--- src/rtl/irq_coalesce_ctrl_pkg.sv ---
// Shared types and helpers for the interrupt coalescing controller:
// FSM state encoding, id-width helper and a saturating-increment macro.
`ifndef IRQ_COALESCE_CTRL_PKG_SV
`define IRQ_COALESCE_CTRL_PKG_SV

// Adds inc (0/1) to v, holding at all-ones instead of wrapping.
`define IRQ_SAT_ADD1(v, inc) ((((inc) != 1'b0) && !(&(v))) ? ((v) + 1'b1) : (v))

package irq_coalesce_ctrl_pkg;

  typedef enum logic [1:0] {
    IDLE    = 2'd0,
    COLLECT = 2'd1,
    FIRE    = 2'd2
  } irq_state_e;

  function automatic int irq_id_w(input int n);
    return (n <= 2) ? 1 : $clog2(n);
  endfunction

endpackage

`endif

--- src/rtl/irq_coalesce_ctrl_if.sv ---
// Bus bundle between the register block / source IPs and the coalescing controller.
interface irq_coalesce_ctrl_if
  import irq_coalesce_ctrl_pkg::*;
#(
  parameter int NUM_SRC = 8,
  parameter int CNT_W   = 8,
  parameter int TMO_W   = 16
);
  localparam int ID_W = irq_id_w(NUM_SRC);

  // No valid/ready pairing: src/edge_mode/enable/thresholds are level controls
  // sampled every cycle, clr is a one-cycle write-1-to-clear strobe per bit.
  logic [NUM_SRC-1:0] src;
  logic [NUM_SRC-1:0] edge_mode;
  logic [NUM_SRC-1:0] enable;
  logic [NUM_SRC-1:0] clr;
  logic [CNT_W-1:0]   coal_thresh;
  logic [TMO_W-1:0]   coal_tmo;
  logic               irq;
  logic [NUM_SRC-1:0] pending;
  logic [ID_W-1:0]    irq_id;
  logic               irq_id_vld;

  modport master (
    output src, edge_mode, enable, clr, coal_thresh, coal_tmo,
    input  irq, pending, irq_id, irq_id_vld
  );

  modport slave (
    input  src, edge_mode, enable, clr, coal_thresh, coal_tmo,
    output irq, pending, irq_id, irq_id_vld
  );
endinterface

--- src/rtl/irq_coalesce_ctrl_prio_enc.sv ---
// Fixed-priority encoder: lowest set index wins, valid when any bit is set.
module irq_prio_enc
  import irq_coalesce_ctrl_pkg::*;
#(
  parameter int N    = 8,
  parameter int ID_W = irq_id_w(N)
) (
  input  logic [N-1:0]    i_req,
  output logic [ID_W-1:0] o_id,
  output logic            o_vld
);
  always_comb begin
    o_id  = '0;
    o_vld = |i_req;
    // Scan downward so the lowest requesting index is the last write.
    for (int i = N - 1; i >= 0; i--) begin
      if (i_req[i]) o_id = ID_W'(i);
    end
  end
endmodule

--- src/rtl/irq_coalesce_ctrl.sv ---
// Multi-source interrupt aggregator: edge/level event detect, W1C pending latches,
// count/timeout coalescing FSM driving one CPU irq line plus a priority source id.
module irq_coalesce_ctrl
  import irq_coalesce_ctrl_pkg::*;
#(
  parameter int NUM_SRC = 8,
  parameter int CNT_W   = 8,
  parameter int TMO_W   = 16
) (
  input  logic                 clk,
  input  logic                 rst_n,
  irq_coalesce_ctrl_if.slave   bus,
  output irq_state_e           o_state
);
  localparam int ID_W = irq_id_w(NUM_SRC);

  logic [NUM_SRC-1:0] r_src_q;
  logic [NUM_SRC-1:0] r_pending;
  logic               r_new_evt;
  irq_state_e         r_state;
  logic [CNT_W-1:0]   r_evt_cnt;
  logic [TMO_W-1:0]   r_tmo_cnt;

  logic [NUM_SRC-1:0] w_evt;
  logic [NUM_SRC-1:0] w_pend_nxt;
  logic [NUM_SRC-1:0] w_act_vec;
  logic               w_act;
  logic [CNT_W:0]     w_cnt_sum;
  logic [TMO_W:0]     w_tmo_sum;
  logic               w_thresh_hit;
  logic               w_tmo_hit;
  logic               w_thresh_le1;
  logic [ID_W-1:0]    w_irq_id;
  logic               w_irq_id_vld;

  assign w_evt        = bus.src & (~bus.edge_mode | ~r_src_q);
  assign w_pend_nxt   = w_evt | (r_pending & ~bus.clr);
  assign w_act_vec    = r_pending & bus.enable;
  assign w_act        = |w_act_vec;
  assign w_cnt_sum    = {1'b0, r_evt_cnt} + (CNT_W + 1)'(r_new_evt);
  assign w_tmo_sum    = {1'b0, r_tmo_cnt} + (TMO_W + 1)'(1);
  assign w_thresh_hit = w_cnt_sum >= {1'b0, bus.coal_thresh};
  assign w_tmo_hit    = (bus.coal_tmo != '0) && (w_tmo_sum >= {1'b0, bus.coal_tmo});
  assign w_thresh_le1 = bus.coal_thresh <= CNT_W'(1);

  // The FSM sees events one cycle late (via r_pending / r_new_evt) so irq
  // follows pending by one cycle and never has a combinational path from src.
  always_ff @(posedge clk or negedge rst_n) begin
    if (!rst_n) begin
      r_src_q   <= '0;
      r_pending <= '0;
      r_new_evt <= 1'b0;
    end else begin
      r_src_q   <= bus.src;
      r_pending <= w_pend_nxt;
      r_new_evt <= |(w_evt & bus.enable & ~r_pending);
    end
  end

  always_ff @(posedge clk or negedge rst_n) begin
    if (!rst_n) begin
      r_state   <= IDLE;
      r_evt_cnt <= '0;
      r_tmo_cnt <= '0;
    end else begin
      case (r_state)
        IDLE: begin
          if (w_act) begin
            if (w_thresh_le1) begin
              r_state <= FIRE;
            end else begin
              r_state   <= COLLECT;
              r_evt_cnt <= CNT_W'(1);
              r_tmo_cnt <= '0;
            end
          end
        end
        COLLECT: begin
          if (!w_act) begin
            r_state   <= IDLE;
            r_evt_cnt <= '0;
            r_tmo_cnt <= '0;
          end else if (w_thresh_hit || w_tmo_hit) begin
            r_state <= FIRE;
          end else begin
            r_evt_cnt <= `IRQ_SAT_ADD1(r_evt_cnt, r_new_evt);
            r_tmo_cnt <= `IRQ_SAT_ADD1(r_tmo_cnt, 1'b1);
          end
        end
        FIRE: begin
          // New events here only latch pending; the line is already up.
          if (!w_act) begin
            r_state   <= IDLE;
            r_evt_cnt <= '0;
            r_tmo_cnt <= '0;
          end
        end
        default: begin
          r_state   <= IDLE;
          r_evt_cnt <= '0;
          r_tmo_cnt <= '0;
        end
      endcase
    end
  end

  irq_prio_enc #(
    .N    (NUM_SRC),
    .ID_W (ID_W)
  ) u_prio_enc (
    .i_req (w_act_vec),
    .o_id  (w_irq_id),
    .o_vld (w_irq_id_vld)
  );

  assign bus.irq        = (r_state == FIRE);
  assign bus.pending    = r_pending;
  assign bus.irq_id     = w_irq_id;
  assign bus.irq_id_vld = w_irq_id_vld;
  assign o_state        = r_state;
endmodule
--- src/flat_wrapper.sv ---
// flat-port wrapper written by rule: the top's interface ports become plain ports
module irq_coalesce_ctrl_flat import irq_coalesce_ctrl_pkg::*;
#(
  parameter int NUM_SRC = 8,
  parameter int CNT_W   = 8,
  parameter int TMO_W   = 16
)
  (clk, rst_n, o_state, bus_src, bus_edge_mode, bus_enable, bus_clr, bus_coal_thresh, bus_coal_tmo, bus_irq, bus_pending, bus_irq_id, bus_irq_id_vld);
  irq_coalesce_ctrl_if #(.NUM_SRC(NUM_SRC), .CNT_W(CNT_W), .TMO_W(TMO_W)) bus_i ();
  input  logic clk;
  input  logic rst_n;
  output irq_state_e o_state;
  input wire logic [$bits(bus_i.src)-1:0] bus_src;
  input wire logic [$bits(bus_i.edge_mode)-1:0] bus_edge_mode;
  input wire logic [$bits(bus_i.enable)-1:0] bus_enable;
  input wire logic [$bits(bus_i.clr)-1:0] bus_clr;
  input wire logic [$bits(bus_i.coal_thresh)-1:0] bus_coal_thresh;
  input wire logic [$bits(bus_i.coal_tmo)-1:0] bus_coal_tmo;
  output wire logic [$bits(bus_i.irq)-1:0] bus_irq;
  output wire logic [$bits(bus_i.pending)-1:0] bus_pending;
  output wire logic [$bits(bus_i.irq_id)-1:0] bus_irq_id;
  output wire logic [$bits(bus_i.irq_id_vld)-1:0] bus_irq_id_vld;
  assign bus_i.src = bus_src;
  assign bus_i.edge_mode = bus_edge_mode;
  assign bus_i.enable = bus_enable;
  assign bus_i.clr = bus_clr;
  assign bus_i.coal_thresh = bus_coal_thresh;
  assign bus_i.coal_tmo = bus_coal_tmo;
  assign bus_irq = bus_i.irq;
  assign bus_pending = bus_i.pending;
  assign bus_irq_id = bus_i.irq_id;
  assign bus_irq_id_vld = bus_i.irq_id_vld;
  irq_coalesce_ctrl #(.NUM_SRC(NUM_SRC), .CNT_W(CNT_W), .TMO_W(TMO_W)) u_core (.clk(clk), .rst_n(rst_n), .bus(bus_i), .o_state(o_state));
endmodule
--- config.mk ---
export PLATFORM = sky130hd
export DESIGN_NAME = irq_coalesce_ctrl_flat
export DESIGN_NICKNAME = d
export VERILOG_FILES = /design/src/rtl/irq_coalesce_ctrl_pkg.sv /design/src/rtl/irq_coalesce_ctrl_if.sv /design/src/rtl/irq_coalesce_ctrl_prio_enc.sv /design/src/rtl/irq_coalesce_ctrl.sv /design/src/flat_wrapper.sv
export SDC_FILE = /design/constraint.sdc
export NUM_CORES = 1
export LEC_CHECK = 0
export ABC_AREA = 1
export CORE_ASPECT_RATIO = 1.2
export CORE_MARGIN = 3
export CORE_UTILIZATION = 52
export DETAILED_ROUTE_END_ITERATION = 7
export PLACE_DENSITY = 0.81
export SLEW_MARGIN = 20
export SYNTH_ARGS = -nofsm -noshare
export SYNTH_HDL_FRONTEND = slang
export SYNTH_HIERARCHICAL = 1
export SYNTH_SLANG_ARGS = --single-unit
--- constraint.sdc ---
create_clock -name clk -period 2.95 [get_ports clk]
set_input_delay 0.295 -clock clk [delete_from_list [all_inputs] [get_ports clk]]
set_output_delay 0.295 -clock clk [all_outputs]
set_load 0.01 [all_outputs]
[Yosys cells after proc, flatten, opt, wreduce, memory -nomap -nowiden]
Index checks and enable logic that the tools add are counted.
W data, S select, Z words.
Cells by class
  add/subtract/negate cells: 4
  order comparisons: 3
  eq/ne operators: 9
  mux-type cells: 28
  bitwise logic cells: 11
  reductions and logical operators: 13
Operator list (number)
  $mux W16: 6
  $mux W8: 6
  $pmux W16 S3: 1
  $and A8 B8 Y8: 5
  $not A8 Y8: 4
  $mux W3: 8
  $pmux W8 S3: 1
  $add A16 B1 Y17 const B: 1
  $ge A17 B16 Y1: 1
  $add A16 B1 Y16 const B: 1
  $or A8 B8 Y8: 2
  $reduce_and A16 Y1: 1
  $reduce_bool A16 Y1: 1
  $reduce_or A8 Y1: 2
  $mux W2: 5
  $reduce_and A5 Y1: 2
  $add A8 B1 Y9: 1
  $ge A9 B8 Y1: 1
  $add A8 B1 Y8 const B: 1
  $le A8 B1 Y1 const B: 1
  $reduce_and A8 Y1: 1
  $ne A2 B2 Y1 const B: 3
  $ne A3 B2 Y1 const B: 2
  $ne A3 B3 Y1 const B: 2
  8 further kinds: 9
Word-level totals
  flip-flop bits (word level): 43
  bits of input ports: 58
  output and inout bits: 15
  logic and storage cells: 74

[Longest topological paths before layout]
Gate-level depths: netlist of the first run.
  word-level depth: 9
  depth in mapped cells: 23

[Cells and area by module]
The synthesis of the first run kept the hierarchy.
Modules (own cells, without submodules)
  irq_coalesce_ctrl: instances 1, cells each 477, area an instance 3358.2 µm², sequential area each 1076.0 µm²
  irq_prio_enc: instances 1, cells each 22, area an instance 98.8 µm², sequential area each 0.0 µm²

[Worst setup path before layout of the first run]
OpenSTA, ideal clock, no wires.
  path kind: register to register
  start point: register u_core.r_tmo_cnt[0]
  end point: register u_core.r_tmo_cnt[10]
  library setup time: 0.117 ns
  arrival: 2.594 ns
  path slack: 0.238 ns
  cell stages (with the launch flop): 24
  period minus slack after synthesis: 2.712 ns
  cells stage by stage: dfrtp_1 ha_1 nand2_1 nor2_2 nand2_2 inv_1 nand2_1 nor2_1 xor2_1 inv_1 ha_1 nand2_1 nand2_1 a21oi_1 o21ai_0 nor2_1 nand3_1 nand2_2 nand2_4 nand2_8 nand3_4 buf_6 nand2_1 nand2_1
Between the ends
  longest elaborated chain between the ends: 6
RTL lines
  start, declared: RTL line irq_coalesce_ctrl.sv:22  | logic [TMO_W-1:0] r_tmo_cnt;
  start signal, assigned: RTL line irq_coalesce_ctrl.sv:87  | r_tmo_cnt <= `IRQ_SAT_ADD1(r_tmo_cnt, 1'b1);
  $add A16 B1 Y17: RTL line irq_coalesce_ctrl.sv:41  | assign w_tmo_sum = {1'b0, r_tmo_cnt} + (TMO_W + 1)'(1);
  $ge A17 B16 Y1: RTL line irq_coalesce_ctrl.sv:43  | assign w_tmo_hit = (bus.coal_tmo != '0) && (w_tmo_sum >= {1'b0, bus.coal_tmo});
  $logic_and A1 B1 Y1: RTL line irq_coalesce_ctrl.sv:43
  $logic_or A1 B1 Y1: RTL line irq_coalesce_ctrl.sv:83  | end else if (w_thresh_hit || w_tmo_hit) begin
  $ne A3 B3 Y1 (no line)
  $reduce_and A5 Y1 (no line)
Several ways; a longest one is shown, not always the timed one. The select of a mux whose other input is x is not followed.
A chain may end at the register's enable or synchronous reset.

[Final worst setup path of the first run]
  start point: register u_core.r_tmo_cnt[0]
  end point: register u_core.r_tmo_cnt[0]
Same word-level chain as after synthesis.

==> flow_summary.json, run 1 <==
{
  "syn_inst": 499,
  "syn_nets": 585,
  "syn-cell-area_um2": 3460,
  "rows": 31,
  "cts.reportedPaths.clkPinSlew_ps": 80,
  "rsz0062_at_grt": "true",
  "cts_tree": "built",
  "hp-class": "input pin to asynchronous set/reset pin",
  "fin_nets": 671,
  "grt_pass1_vias": 3494,
  "first_pass_iters": 4,
  "wire_per_inst_um": 12.8,
  "violations": "setup timing",
  "syn_to_final_growth_pct": 32.5,
  "arrival_ps": 3180,
  "synth_top_cell_by_area": "dfrtp_1",
  "clk_latency_ps": 300,
  "setup_viol": 7,
  "timing.final.ws_setup_ps": -41.5,
  "worst-endpoint-required_ps": 3140,
  "htreeDepth": 2,
  "placedInstanceArea_um2": 4250,
  "fin_crit_ps": 2990,
  "die_h_um": 95.3,
  "leakage_nw": 2.45,
  "synthTopCellsByArea": "dfrtp_1 31%, nand2_1 16%, ha_1 10%",
  "dp_cells": 647,
  "yosys.area.top_type_share_pct": 31.1,
  "yosysWarnings": 6,
  "clk_path_buf_depth": 2,
  "die_width_um": 80.4,
  "hold_slack_ps": 139,
  "grt_max_degree": 44,
  "final-hold-violation-count": 0,
  "wl_mm": 8.54,
  "antenna_found_initial": 0,
  "yosysUniqueCellTypes": 39,
  "core_um2": 6240,
  "final_common_cell": "nand2_1",
  "slew_viol_final": 0,
  "ys_seq_area_share_pct": 31.1,
  "outcome": "finished with violations",
  "vias": 3477,
  "place_congestion": 0.895,
  "cap_violations": 0,
  "layout-drive-gt1-share_pct": 13.7,
  "tightest_slew_ps": 941,
  "drt-vias-per-instance": 5.21,
  "final_util_pct": 73.3,
  "stdcell_area_um2": 4580,
  "clkSinkCount": 43,
  "n_antenna_cell": 0,
  "peakVddDrop_uv": 428,
  "ys_seq_elements": 43,
  "crit_path_start_kind": "flip-flop",
  "route.detailed.drc": 0,
  "gr-total-overflow": 0,
  "fmax_mhz": 334,
  "io_buffer_count": 72,
  "max_slew_margin_pct": 37.3,
  "final_cells": 668,
  "syn_area_per_cell_um2": 6.93,
  "drtIter0Drc": 197,
  "initial_utilization_pct": 55.4,
  "period_share_pct": 101,
  "grt_pass1_wl_mm": 14.4,
  "dieArea_um2": 7670,
  "path_class": "flip-flop to flip-flop",
  "final_antenna_net_count": 0,
  "powerDensity_nw_per_um2": 442,
  "cp_max_fo": 7,
  "hpwl_mm": 6.49,
  "grt.total_usage_pct": 23.6,
  "ios": 73,
  "layout_common_cells": "123 x nand2_1, 89 x inv_1, 71 x clkdlybuf4s50_1",
  "cts-buffers-inserted": 5,
  "skew_ps": 8.63,
  "clk_root_buffer_cell": "clkbuf_8",
  "critPathCaptureType": "flip-flop"
}
-- worst paths after layout --
check,cells past startpoint,startpoint,end,slack [ps]
min reg2reg,2,u_core/r_tmo_cnt[15],u_core/r_tmo_cnt[15],520
max,22,u_core/r_tmo_cnt[0],u_core/r_tmo_cnt[0],-40
min,1,rst_n,u_core/r_src_q[2],140
max reg2reg,22,u_core/r_tmo_cnt[0],u_core/r_tmo_cnt[0],-40
min in group clk,1,bus_src[6],u_core/r_src_q[6],460
max in group asynchronous,1,rst_n,u_core/bus.pending[4],2220
-- what timing repair did --
action                     4_1_cts  5_1_grt
cloned                           3        0
hold buffers                     0        0
setup buffers                    2        8
setup endpoints to repair       24       25
pin swaps                        2       12
gates resized for setup          3       34
-- registers in the layout (all words and copies together) (netlist names) --
register / cells
u_core/bus.pending: 8
u_core/r_tmo_cnt: 16
u_core/r_evt_cnt: 8
u_core/o_state: 2
u_core/r_new_evt: 1
u_core/r_src_q: 8
-- worst max-delay path, stage by stage (launching register included) --
cell,delay (ps)
dfrtp_1,400
ha_2,210
nand2_2,70
nor2_4,130
nand2_2,80
inv_2,70
nand2_2,60
nor2_2,120
xor2_1,210
inv_1,100
ha_4,280
nand2_1,60
nor2_2,130
nand3_1,100
nor2_1,110
nor2_1,50
nand3_1,80
nand2_2,80
nand2_4,110
buf_4,130
nand2_4,90
nand4_1,120
nand2_1,80
-- kinds of logic after synthesis --
kind of cell	share of synthesized area [%]
AOI/OAI and AO/OA	7.09
xor gates and xnor gates	4.31
adders and majority gates	10.1
buffers and inverters	12.1
DFF	31.1
and+or+nand+nor	35.3
-- metal layers --
layer  track usage, %  vias up  routed length, um
met2             44.9       94               4500
li1                 -     1768                  -
met5                0        -                  0
met3             4.73       15                482
met1             25.4     1600               3380
met4             8.59        0                177
-- cells in the mapped netlist, drive strengths merged --
library cell / count
nand3: 17
nor3: 6
o2111ai: 1
xor2: 15
o221ai: 1
o31ai: 1
o21bai: 1
inv: 94
xnor2: 2
a31o: 1
nor2: 54
or2: 1
nand4: 31
nor3b: 1
nand2: 149
buf: 5
nand3b: 1
o21ai: 15
dfrtp: 43
a21oi: 16
nor4: 6
ha: 28
clkbuf: 6
a31oi: 1
a21o: 1
o211a: 2
-- stage by stage --
step | TNS (ps) | power [mW] | setup WS, ps
floorplan | 0 | 1.22 | 238
global placement | 0 | 1.49 | 7.81
detailed placement | -2210 | 1.52 | -112
CTS | 0 | 1.99 | 1.24
global route | -4750 | 2.18 | -237
finish | -199 | 2.03 | -41.5
-- cell type report --
class                   count  area, um2
clock inverters             1       7.51
inverters                  94        353
fillers                   520       1670
multi-input cells         354       2120
well taps                  82        103
repair buffers             87        828
clock buffers               7       96.3
flip-flops and latches     43       1080
-- power breakdown --
| group | switching (mW) | total, mW | internal [mW] |
|---|---|---|---|
| Sequential | 0.0558 | 0.707 | 0.651 |
| Clock | 0.198 | 0.410 | 0.213 |
| Combinational | 0.524 | 0.909 | 0.385 |
| Total | 0.777 | 2.03 | 1.25 |
Note: power is estimated with default switching activity, not from simulation.
==> inputs of run 2 (changes only) <==
- CORE_ASPECT_RATIO: 1.2 -> unset
- SYNTH_HIERARCHICAL: 1 -> unset
==> run 2 against run 1 <==
Net effect:
- the flow still finishes with violations (setup timing)
- utilization rose by 2.2 points
- design area grew 1.7%
- non-clock buffer count grew 4
- highest routed layer unchanged
==> flow_summary.json, run 2 <==
{
  "rows": 28,
  "gr-total-overflow": 0,
  "tightest_slew_ps": 957,
  "ys_seq_area_share_pct": 31.3,
  "critPathSlowestCell": "dfrtp_1",
  "crit_path_start_kind": "flip-flop",
  "period_share_pct": 101,
  "final-hold-violation-count": 0,
  "synth_compound_area_share_pct": 8.89,
  "top_register": "u_core.r_tmo_cnt",
  "fin_nets": 660,
  "grt_max_degree": 44,
  "grt_pass1_vias": 3376,
  "final_cells": 650,
  "register_area_um2": 1080,
  "pwr-share-clk_pct": 19.8,
  "n_antenna_cell": 0,
  "clk_latency_ps": 290,
  "cp_cell_sequence": "ha_2 > nand2_2 > inv_2 > nand4_1 > nor2_4 > nand2_1 > xor2_1 > inv_1 > ha_1 > nand2_2 > buf_4 > nor4_2 > nand2_1 > nand2_1 > nand2_2 > nand2_4 > nand2_8 > buf_12 > nand2_8 > nand2_2 > o21ai_2",
  "drtIter0Drc": 263,
  "hp-class": "input pin to asynchronous set/reset pin",
  "timing.setup.tns_ps": -191,
  "clkSinkCount": 43,
  "leakage_nw": 2.41,
  "cts.reportedPaths.clkPinSlew_ps": 80,
  "preCtsSetupSlack_ps": -70.5,
  "antenna_found_initial": 0,
  "synthXorXnorAreaFrac_pct": 4.08,
  "slowest_delay_ps": 370,
  "final_util_pct": 75.5,
  "powerDensity_nw_per_um2": 449,
  "first_pass_iters": 4,
  "p_switching_mw": 0.837,
  "clk_path_buf_depth": 2,
  "synth_fa_ha_area_share_pct": 10.2,
  "dp_cells": 629,
  "syn_nets": 569,
  "cp_common_cell": "nand2_2",
  "path_class": "flip-flop to flip-flop",
  "crit_family": "simple AND/OR/NAND/NOR gates",
  "htreeDepth": 2,
  "ios": 73,
  "yosys.area.top_type_share_pct": 31.3,
  "core_um2": 6170,
  "synth_edf_count": 0,
  "syn-cell-area_um2": 3440,
  "die_h_um": 87.3,
  "rsz0062_at_grt": "true",
  "syn_inst": 483,
  "cp_max_fo": 8,
  "largest_reg_flops": 16,
  "synthTopCellsByArea": "dfrtp_1 31%, nand2_1 15%, ha_1 10%",
  "cap_violations": 0,
  "setup_viol": 13,
  "share_seq_of_total_power_pct": 33.7,
  "timing.final.ws_setup_ps": -38.5,
  "route.detailed.drc": 0,
  "max_slew_margin_pct": 36.2,
  "drt-vias-per-instance": 5.38,
  "p_sw_share_pct": 40.1,
  "outcome": "finished with violations",
  "synth_top_family_by_area": "simple AND/OR/NAND/NOR gates",
  "multiInputGateArea_um2": 2210,
  "initial_utilization_pct": 55.7,
  "cts-buffers-inserted": 5,
  "yosys.area_share.simple_pct": 35.1,
  "synthMuxAreaShare_pct": 0,
  "ys_seq_elements": 43,
  "violations": "setup timing",
  "peakVddDrop_uv": 522,
  "critPathCaptureType": "flip-flop",
  "io_buffer_count": 72,
  "grt_pass1_wl_mm": 14.3,
  "arrival_ps": 3210,
  "wire_per_inst_um": 14.3,
  "final_antenna_net_count": 0,
  "synthFlopType": "dfrtp_1",
  "fin_crit_ps": 2990,
  "cts_tree": "built",
  "slew_viol_final": 0,
  "hold_buffers": 0,
  "yosysUniqueCellTypes": 42,
  "clk_root_buffer_cell": "clkbuf_8",
  "syn_area_per_cell_um2": 7.11,
  "skew_ps": 7.78,
  "layout_common_cells": "110 x nand2_1, 74 x inv_1, 71 x clkdlybuf4s50_1",
  "place_congestion": 0.965,
  "critPathBufInv": 4,
  "wl_mm": 9.27,
  "layout-drive-gt1-share_pct": 16.7,
  "p_int_mw": 1.25,
  "dieArea_um2": 7620,
  "vias": 3496,
  "synth_top_cell_by_area": "dfrtp_1",
  "worst-endpoint-required_ps": 3170,
  "final_common_cell": "nand2_1",
  "yosys-top-cells-count": "134 x nand2_1, 76 x inv_1, 49 x nor2_1, 43 x dfrtp_1, 30 x nand4_1",
  "yosysWarnings": 0,
  "r2r_setup_slack_ps": -40,
  "async_flop_share_pct": 100,
  "hpwl_mm": 6.69,
  "synth.most_common_cell": "nand2_1",
  "comb_power_share_pct": 46.5,
  "fill_cells": 455,
  "fmax_mhz": 335,
  "syn_to_final_growth_pct": 35.5,
  "grt.total_usage_pct": 23.2,
  "die_width_um": 87.3
}
## run 2: timing repair
action                                  CTS  global route
buffers inserted                          1            10
pin swaps                                 0            16
resized for setup                         3            47
gates cloned                              1             1
endpoints found under the setup margin   23            26
## run 2: path summary, 6_finish.rpt
path / start / to / cells past startpoint
hold reg to reg: u_core.r_tmo_cnt[11] / u_core.r_tmo_cnt[11] / 2
max in group asynchronous: rst_n / u_core.r_tmo_cnt[15] / 1
setup reg to reg: u_core.r_tmo_cnt[1] / u_core.r_evt_cnt[1] / 21
min in group clk: bus_src[2] / u_core.r_src_q[2] / 1
hold / removal: rst_n / u_core.r_evt_cnt[7] / 1
setup / recovery: u_core.r_tmo_cnt[1] / u_core.r_evt_cnt[1] / 21
## run 2: layout make-up
class | count | area share, %
Inverter | 79 | 6.37
Tap cell | 75 | 2.02
Timing Repair Buffer | 91 | 18.9
Multi-Input combinational cell | 354 | 47.4
Sequential cell | 43 | 23.1
Clock buffer | 8 | 2.15
## run 2: metal layers
| metal | share of wire (%) | global-route usage, % | up-vias |
|---|---|---|---|
| met1 | 43 | 29.7 | 1622 |
| met3 | 5.4 | 4.82 | 9 |
| met5 | 0 | 0 | - |
| li1 | - | - | 1751 |
| met2 | 51 | 39.1 | 114 |
| met4 | 0.97 | 6.97 | 0 |
## run 2: logic make-up after synthesis
| family | after synthesis |
|---|---|
| simple gates | 262 |
| compound gates | 46 |
| xor+xnor | 16 |
| buf+inv | 88 |
| flops | 43 |
| fa+ha+maj | 28 |
## run 2: power by group through the flow
stage               sequential [mW]  clock [mW]  combinational, mW
CTS                           0.700       0.421              0.855
global placement              0.708           0              0.806
detailed placement            0.713           0              0.822
global route                  0.710       0.445               1.06
finish                        0.704       0.414              0.972
floorplan                     0.716           0              0.529
## run 2: per-stage QoR
stage	power [mW]	hold WS [ps]	cell area [um2]
after global routing	2.22	206	4660
final	2.09	145	4660
after CTS	1.98	187	4380
after global placement	1.51	482	4240
after floorplan	1.25	-0.591	3440
after detailed placement	1.54	505	4240
==> inputs of run 3 (changes only) <==
- CTS_CLUSTER_DIAMETER: unset -> 200
- SKIP_CTS_REPAIR_TIMING: unset -> 1
==> run 3 against run 2 <==
Net effect:
- the run still ends with setup timing left
- critical endpoint is now u_core.r_tmo_cnt[6]
- cell count rose by 0.15%
- first-iteration DRC count is 19% higher
- critical path type unchanged
- clock-buffer cell count did not move
- combinational power fell by 0.6%
- critical path depth fell by 2
- sequential share of layout area down 0.21 points
- sequential cell count unchanged
- global-route usage fell by 0.34 points
- highest routed layer unchanged
- utilization up 0.69 points
==> flow_summary.json, run 3 (synthesized netlist as in run 2, its figures left out) <==
{
  "stdcell_area_um2": 4700,
  "top_register": "u_core.r_tmo_cnt",
  "period_share_pct": 102,
  "largest_reg_flops": 16,
  "final_util_pct": 76.2,
  "outcome": "finished with violations",
  "wl_mm": 9.34,
  "dieArea_um2": 7620,
  "critPathCaptureType": "flip-flop",
  "fmax_mhz": 332,
  "tightest_slew_ps": 967,
  "hpwl_mm": 6.69,
  "register_area_um2": 1080,
  "powerDensity_nw_per_um2": 444,
  "place_congestion": 0.965,
  "grt_pass1_vias": 3328,
  "setup_viol": 23,
  "max_slew_margin_pct": 35.5,
  "antenna_found_initial": 0,
  "fin_crit_ps": 3010,
  "reg2reg_depth": 19,
  "drt-vias-per-instance": 5.48,
  "multiInputGateArea_um2": 2220,
  "route.detailed.drc": 0,
  "arrival_ps": 3190,
  "cts-buffers-inserted": 5,
  "cap_violations": 0,
  "violations": "setup timing",
  "r2r_setup_slack_ps": -60,
  "htreeDepth": 2,
  "placedInstanceArea_um2": 4240,
  "final_common_cell": "nand2_1",
  "r2r-start": "u_core.r_tmo_cnt[5]",
  "fill_cells": 436,
  "fin_nets": 661,
  "core_um2": 6170,
  "gr-total-overflow": 0,
  "vias": 3568,
  "rsz0062_at_grt": "true",
  "timing.final.ws_setup_ps": -62.5,
  "worst-endpoint-required_ps": 3130,
  "crit_path_start_kind": "flip-flop",
  "grt_pass1_wl_mm": 14.1,
  "die_width_um": 87.3,
  "wire_per_inst_um": 14.3,
  "clkSinkCount": 43,
  "worstSetupStartpoint": "u_core.r_tmo_cnt[5]",
  "n_antenna_cell": 0,
  "rows": 28,
  "first_pass_iters": 5,
  "r2r_end": "u_core.r_tmo_cnt[6]",
  "io_buffer_count": 72,
  "clk_path_buf_depth": 2,
  "slew_viol_final": 0,
  "initial_utilization_pct": 55.7,
  "grt.total_usage_pct": 22.8,
  "path_class": "flip-flop to flip-flop",
  "syn_to_final_growth_pct": 36.7,
  "cp_max_fo": 7,
  "drtIter0Drc": 313,
  "preCtsSetupSlack_ps": -70.5,
  "hp-class": "input pin to asynchronous set/reset pin",
  "skew_ps": 7.77,
  "grt_max_degree": 44,
  "clk_root_buffer_cell": "clkbuf_8",
  "crit_end": "u_core.r_tmo_cnt[6]",
  "layout-drive-gt1-share_pct": 17.4,
  "die_h_um": 87.3,
  "cts_tree": "built",
  "peakVddDrop_uv": 554,
  "finalPower_mw": 2.09,
  "cts.reportedPaths.clkPinSlew_ps": 80,
  "leakage_nw": 2.42,
  "ios": 73,
  "clk_latency_ps": 290,
  "final-hold-violation-count": 0,
  "layout_common_cells": "110 x nand2_1, 74 x inv_1, 71 x clkdlybuf4s50_1",
  "final_antenna_net_count": 0
}
[run 3: final cells by class]
type                            instances  share of cell area [%]
Clock buffer                            8                    2.13
Inverter                               79                    6.31
Multi-Input combinational cell        354                    47.4
Sequential cell                        43                    22.9
Tap cell                               75                    2.00
Timing Repair Buffer                   92                    19.3
[run 3: layer usage]
layer	share of wire (%)	up-vias	track usage [%]
li1	-	1754	-
met1	43	1675	29.4
met2	50	122	39.1
met3	5.7	17	4.35
met4	1.4	0	6.14
met5	0	-	0
[run 3: how the worst min path moves through the flow]
stage	end	slack (ps)	depth (start not counted)
6_report	u_core.r_evt_cnt[7]	150	1
4_1_cts	u_core.r_src_q[2]	190	1
2_1_floorplan	u_core.bus.pending[0]	-0.6	0
5_1_grt	u_core.r_evt_cnt[7]	200	1
3_5_place_dp	u_core.r_tmo_cnt[5]	500	2
3_3_place_gp	u_core.r_tmo_cnt[1]	480	2
[run 3: power breakdown]
part / internal (mW) / switching (mW)
sequential: 0.650 / 0.0589
clock: 0.214 / 0.198
combinational: 0.395 / 0.571
[run 3: per-stage QoR]
| stage | hold WS, ps | cells | TNS [ps] |
|---|---|---|---|
| 6_report | 145 | 651 | -604 |
| 3_5_place_dp | 505 | 629 | -977 |
| 5_1_grt | 205 | 651 | -5780 |
| 4_1_cts | 187 | 637 | -1550 |
| 3_3_place_gp | 482 | 629 | 0 |
| 2_1_floorplan | -0.591 | 483 | 0 |
[run 3: critical path: stages, from the launching register on]
cell,delay [ps]
dfrtp_1,400
inv_1,130
nor2_2,140
nand4_1,210
nor2_4,230
nand2_1,80
xor2_1,180
inv_1,70
ha_1,280
nand2_2,70
buf_4,140
nor4_2,200
nand2_1,80
nand2_1,70
nand2_2,80
nand2_4,90
nand2_8,90
clkbuf_16,180
nand4_1,70
nand2_1,90
